===== config.mk =====
export PLATFORM = sky130hd
export DESIGN_NAME = bus_deserializer
export DESIGN_NICKNAME = d
export VERILOG_FILES = /design/src/rtl/bus_deser_pkg.sv /design/src/rtl/bus_deserializer.sv
export SDC_FILE = /design/constraint.sdc
export NUM_CORES = 1
export LEC_CHECK = 0
export ABC_AREA = 0
export CAP_MARGIN = 20
export CORE_AREA = 10 10 72 74
export DETAILED_ROUTE_END_ITERATION = 10
export DIE_AREA = 0 0 82 84
export DONT_BUFFER_PORTS = 1
export MAX_ROUTING_LAYER = met4
export PLACE_DENSITY = 0.41
export SLEW_MARGIN = 10
export SYNTH_ARGS = -nofsm -noshare
export SYNTH_HDL_FRONTEND = slang
export SYNTH_SLANG_ARGS = --single-unit

===== constraint.sdc =====
create_clock -name clk -period 4.7 [get_ports clk]
set_input_delay 0.94 -clock clk [delete_from_list [all_inputs] [get_ports clk]]
set_output_delay 0.94 -clock clk [all_outputs]
set_load 0.005 [all_outputs]

===== src/rtl/bus_deser_pkg.sv =====
// Shared types and defaults for the serial-to-parallel bus deserializer.
package bus_deser_pkg;

  typedef enum logic [1:0] {IDLE, SHIFT, PARITY} deser_state_t;

  localparam int DEFAULT_WIDTH = 8;

endpackage


===== src/rtl/bus_deserializer.sv =====
// Serial-to-parallel front end with a valid/ready parallel bus, sticky overrun flag
// and optional even-parity checking (enabled by defining PARITY_CHECK_EN).
module bus_deserializer
  import bus_deser_pkg::*;
#(
  parameter int WIDTH     = DEFAULT_WIDTH,
  parameter int MSB_FIRST = 0
) (
  input  logic             clk,
  input  logic             rst_n,
  input  logic             ser_in,
  input  logic             ser_valid,
  input  logic             ser_clr,
  output logic [WIDTH-1:0] bus,
  output logic             bus_valid,
  input  logic             bus_ready,
  output logic             overrun,
  output logic             parity_err
);

  localparam int            CW   = $clog2(WIDTH + 1);
  localparam logic [CW-1:0] LAST = CW'(WIDTH - 1);

  deser_state_t     state_q, state_d;
  logic [CW-1:0]    cnt_q, cnt_d;
  logic [WIDTH-1:0] shreg_q, shreg_d;
  logic [WIDTH-1:0] bus_q, bus_d;
  logic             bus_valid_q, bus_valid_d;
  logic             overrun_q, overrun_d;
  logic [CW-1:0]    bit_pos;
  logic [WIDTH-1:0] word_c;
  logic [WIDTH-1:0] load_word;
  logic             load_req;
`ifdef PARITY_CHECK_EN
  logic             parity_err_q, parity_err_d;
`endif

  always_comb begin
    state_d     = state_q;
    cnt_d       = cnt_q;
    shreg_d     = shreg_q;
    bus_d       = bus_q;
    bus_valid_d = bus_valid_q;
    overrun_d   = overrun_q;
`ifdef PARITY_CHECK_EN
    parity_err_d = parity_err_q;
`endif
    load_req    = 1'b0;
    load_word   = shreg_q;

    // The incoming bit lands at its final bus position, so no shifting is needed.
    bit_pos = (MSB_FIRST != 0) ? (LAST - cnt_q) : cnt_q;
    word_c  = shreg_q;
    for (int i = 0; i < WIDTH; i++) begin
      if (CW'(i) == bit_pos) word_c[i] = ser_in;
    end

    if (ser_clr) begin
      state_d   = IDLE;
      cnt_d     = '0;
      overrun_d = 1'b0;
`ifdef PARITY_CHECK_EN
      parity_err_d = 1'b0;
`endif
    end else if (ser_valid) begin
      case (state_q)
        IDLE, SHIFT: begin
          shreg_d = word_c;
          if (cnt_q == LAST) begin
            cnt_d = '0;
`ifdef PARITY_CHECK_EN
            state_d = PARITY;
`else
            state_d   = IDLE;
            load_req  = 1'b1;
            load_word = word_c;
`endif
          end else begin
            cnt_d   = cnt_q + 1'b1;
            state_d = SHIFT;
          end
        end
`ifdef PARITY_CHECK_EN
        PARITY: begin
          state_d = IDLE;
          if ((^shreg_q) ^ ser_in) begin
            parity_err_d = 1'b1;
          end else begin
            load_req  = 1'b1;
            load_word = shreg_q;
          end
        end
`endif
        default: begin
          state_d = IDLE;
          cnt_d   = '0;
        end
      endcase
    end

    // A completed word may only replace the bus if the pending one is gone or leaving now.
    if (load_req) begin
      if (!bus_valid_q || bus_ready) begin
        bus_d       = load_word;
        bus_valid_d = 1'b1;
      end else begin
        overrun_d = 1'b1;
      end
    end else if (bus_valid_q && bus_ready) begin
      bus_valid_d = 1'b0;
    end
  end

  always_ff @(posedge clk or negedge rst_n) begin
    if (!rst_n) begin
      state_q     <= IDLE;
      cnt_q       <= '0;
      shreg_q     <= '0;
      bus_q       <= '0;
      bus_valid_q <= 1'b0;
      overrun_q   <= 1'b0;
`ifdef PARITY_CHECK_EN
      parity_err_q <= 1'b0;
`endif
    end else begin
      state_q     <= state_d;
      cnt_q       <= cnt_d;
      shreg_q     <= shreg_d;
      bus_q       <= bus_d;
      bus_valid_q <= bus_valid_d;
      overrun_q   <= overrun_d;
`ifdef PARITY_CHECK_EN
      parity_err_q <= parity_err_d;
`endif
    end
  end

  assign bus       = bus_q;
  assign bus_valid = bus_valid_q;
  assign overrun   = overrun_q;
`ifdef PARITY_CHECK_EN
  assign parity_err = parity_err_q;
`else
  assign parity_err = 1'b0;
`endif

endmodule


==> flow_results.org <==
** Outcome
- The flow ran to the end, and the final reports show no timing, DRC or antenna violations.

** Synth
- Yosys attributes the largest share of cell area to dfrtp_1 (48%), mux2_2 (17%), ha_1 (4.6%).
- The share of synthesized area in the top cell type comes to 0.485.
- In this run, synthesis produced a sequential element count of 21.
- The number of nets handed over by synthesis was between 100 and 150.
- For this run, the register share of the synthesized area comes to 0.485.
- Warning count from the yosys run :: 0
- Area of the mapped netlist :: ~1100 um2
- In the synthesized netlist, the number of instances is 91.
- Averaged over all synthesized cells, the footprint is ~12 um2.
- Counting distinct cell types in the post-synthesis netlist gives 25.
- dfrtp_1 takes more of the synthesized area than any other cell.

** Floorplan
- Area enclosed by the die boundary :: just under 7000 um2
- I/O pin cnt :: 17
- Die X :: ~80 um
- Die height :: between 80 and 90 um
- Core Rows :: 23
- The core region is ~3900 um2.
- Initial Utilization :: 0.281

** Pwr
- NetSw :: around 83 uW
- Of the total power, registers draw 0.565.
- Pwr dens :: roughly 300 nW/um2
- LEAKAGE :: between 0.0005 and 0.0006 uW
- Fraction of power spent switching nets :: 0.233
- Share of total power in combinational logic :: 0.101
- The internal power of the cells totals 272 uW.
- Clock network power share :: 0.333
- Peak supply drop :: between 0.1 and 0.15 mV

** STA
- Setup repair after global routing left no endpoint under its margin.
- Highest Clock Rate :: about 540 MHz
- After routing, the total negative slack on setup checks comes to 0 ns.
- Counting I/O delays and the setup requirement, the final critical path takes between 1.5 and 2 ns.
- Setup violations remaining at the end of the flow were counted as 0.
- Clock Skew :: between 0.003 and 0.004 ns
- Number of max-slew violations in the final report :: 0
- The final hold violation count was 0.
- Post-route clock period utilization :: 0.392

** Critical path
- Counting both buffers and inverters, the worst setup path holds a total of 0.
- Worst path most repeated cell :: mux2_2
- Delay-heaviest family, CP :: multiplexers
- Data required time at the worst endpoint :: 4.85 ns
- Maximum fanout along the worst path :: 5
- Cells traversed along the worst timing path :: ha_1, nor3b_1, mux2_2, mux2_2
- Type of the setup path with the least slack :: reg2reg
- The largest single stage delay on the critical path is between 0.4 and 0.5 ns.
- Nature of the critical path endpoint :: register
- Type of element launching the critical path :: register
- Tracing the worst setup path back leads to its startpoint at bit_pos[0]$_DFFE_PN0P_.
- Worst endpoint data arrival time :: 1.99 ns
- Reg2Reg Launch Point :: bit_pos[0]$_DFFE_PN0P_
- For this design, the slowest cell found on the critical path is dfrtp_1.

** Job
- Max-cap violations in this run came to 0.

** Global route
- Global-route usage over all layers :: 0.0706
- Global-route wire length before repair :: ~3700 um
- Largest net degree at the start of global routing :: 22
- Vias in the first global route :: between 600 and 700
- Final global-route overflow total :: 0
- Antenna violations before repair :: 0

** Clock network
- # H-tree levels :: 1
- CTS tree :: built
- Clock insertion delay at the later pin of the skew report :: 0.26 ns
- Sinks on Clock Net :: 21
- Number of gates given a new drive strength after cts :: 0
- Clock-pin slew on the worst setup and hold paths :: approximately 0.08 ns
- Post-CTS Hold Buffers :: 0
- In this run the clock root is driven by a clkbuf_8.
- In this run the post-CTS setup repair buffer count came out at 0.
- Clk buf depth :: 2
- Number of CTS-inserted buffers :: 3

** Placed design
- Half-perimeter wire length after placement :: ~1600 um
- Weighted congestion at the end of routability-driven global placement :: slightly below 0.7
- IO Port Bufs :: 0

** Routing
- The first routing iteration left 14 violations.
- Across all layers, the routed design uses 621 vias.
- For this run, design rule violations remaining after detail routing come to 0.
- Wire length after detailed routing :: around 2100 um
- Via-to-Cell Ratio :: between 4 and 5
- Avg WL per Cell :: approximately 15 um
- Detailed-router iteration count before antenna repair :: 4
- The count of nets left with antenna violations once routing finished came out at 0.

** Final layout
- Utilization of the core after routing :: 0.298
- After the last flow step, the layout net total stands at 101.
- The area growth from synthesis to layout is 6.12%.
- Of the cells placed in the final design, the portion with a size suffix greater than 1 is 0.267.
- The layout has between 400 and 500 filler cells.
- Ant diodes :: 0
- Most used cells in the layout excluding fill and tap cells :: dfrtp_1 (21), mux2_2 (16), nand2_1 (11), inv_1 (5), mux2i_1 (5)
- Most frequent standard cell in the layout excluding fill and tap cells :: dfrtp_1

** Min path
- The min-delay analysis places its worst path in the category in2async.
==> logic make-up after synthesis <==
logic type | Yosys count | synth area share
buf+inv | 10 | 0.0566
mux | 21 | 0.212
other cells | 1 | 0.00346
fa+ha+maj | 4 | 0.0462
compound gates | 4 | 0.0196
simple gates | 28 | 0.161
xor+xnor | 2 | 0.0162
flops | 21 | 0.485
==> Yosys cell counts <==
cell	n
xnor2_1	1
nor3b_1	4
or2b_2	1
clkbuf_2	1
and4bb_4	1
nand4_1	1
xor2_1	1
o22ai_1	1
nand3b_1	3
buf_4	2
or3_2	1
dfrtp_1	21
nand2b_1	1
a21oi_1	1
nor2_1	3
o21ai_0	2
ha_1	4
nand3_4	1
nand2_1	11
mux2_2	16
mux2i_1	5
conb_1	1
nor2b_1	1
inv_1	5
buf_6	2
==> stage by stage <==
stage	instances	instance area, um2	hold slack (ns)	total power [uW]	worst slack, ns
6_report	140	1150	0.368	355	2.86
5_1_grt	140	1150	0.347	375	2.74
4_1_cts	140	1150	0.357	362	2.83
3_5_place_dp	136	1100	0.485	241	2.77
3_3_place_gp	136	1100	0.467	238	2.80
2_1_floorplan	91	1080	0.449	235	2.79
==> metal layers <==
layer / share of wire / track usage / up-vias
li1: - / - / 303
met1: 0.41 / 0.0775 / 309
met2: 0.53 / 0.112 / 7
met3: 0.050 / 0.0226 / 2
met4: 0.0086 / 0.0325 / 0
met5: 0 / - / -
==> area by class of cell <==
type / count / area (um2) / share of cell area
clock inverter: 1 / 5.00 / 0.00435
tap: 50 / 62.6 / 0.0544
sequential: 21 / 526 / 0.457
clock buffer: 3 / 41.3 / 0.0359
multi-input combinational: 60 / 497 / 0.432
inverter: 5 / 18.8 / 0.0163
==> power by group through the flow <==
stage	clock network, uW	logic, uW	registers, uW
after global routing	131	42.2	202
final	118	36.0	201
after CTS	125	36.9	201
after global placement	0	35.0	203
after floorplan	0	33.5	201
after detailed placement	0	36.7	204
==> worst paths after layout <==
path	cells past startpoint	to	slack, ns
worst max-delay path	4	bus[3]$_DFFE_PN0P_	2.86
worst min-delay path	0	shreg_q[0]$_DFFE_PN0P_	0.37
max in group asynchronous	0	bus[1]$_DFFE_PN0P_	4.26
min in group clk	2	shreg_q[0]$_DFFE_PN0P_	0.49
worst max register to register	4	bus[3]$_DFFE_PN0P_	2.86
worst min register to register	2	shreg_q[0]$_DFFE_PN0P_	0.49
==> state kept, by name, summed over array words and instances, names as in the netlist <==
name	cells
bus_valid	1
shreg_q	7
bit_pos	4
bus	8
overrun	1
==> worst reg2reg max path: stages (launching register included) <==
cell	delay [ns]
dfrtp_1	0.44
ha_1	0.31
nor3b_1	0.33
mux2_2	0.39
mux2_2	0.26
(Power assumes the default switching activity.)
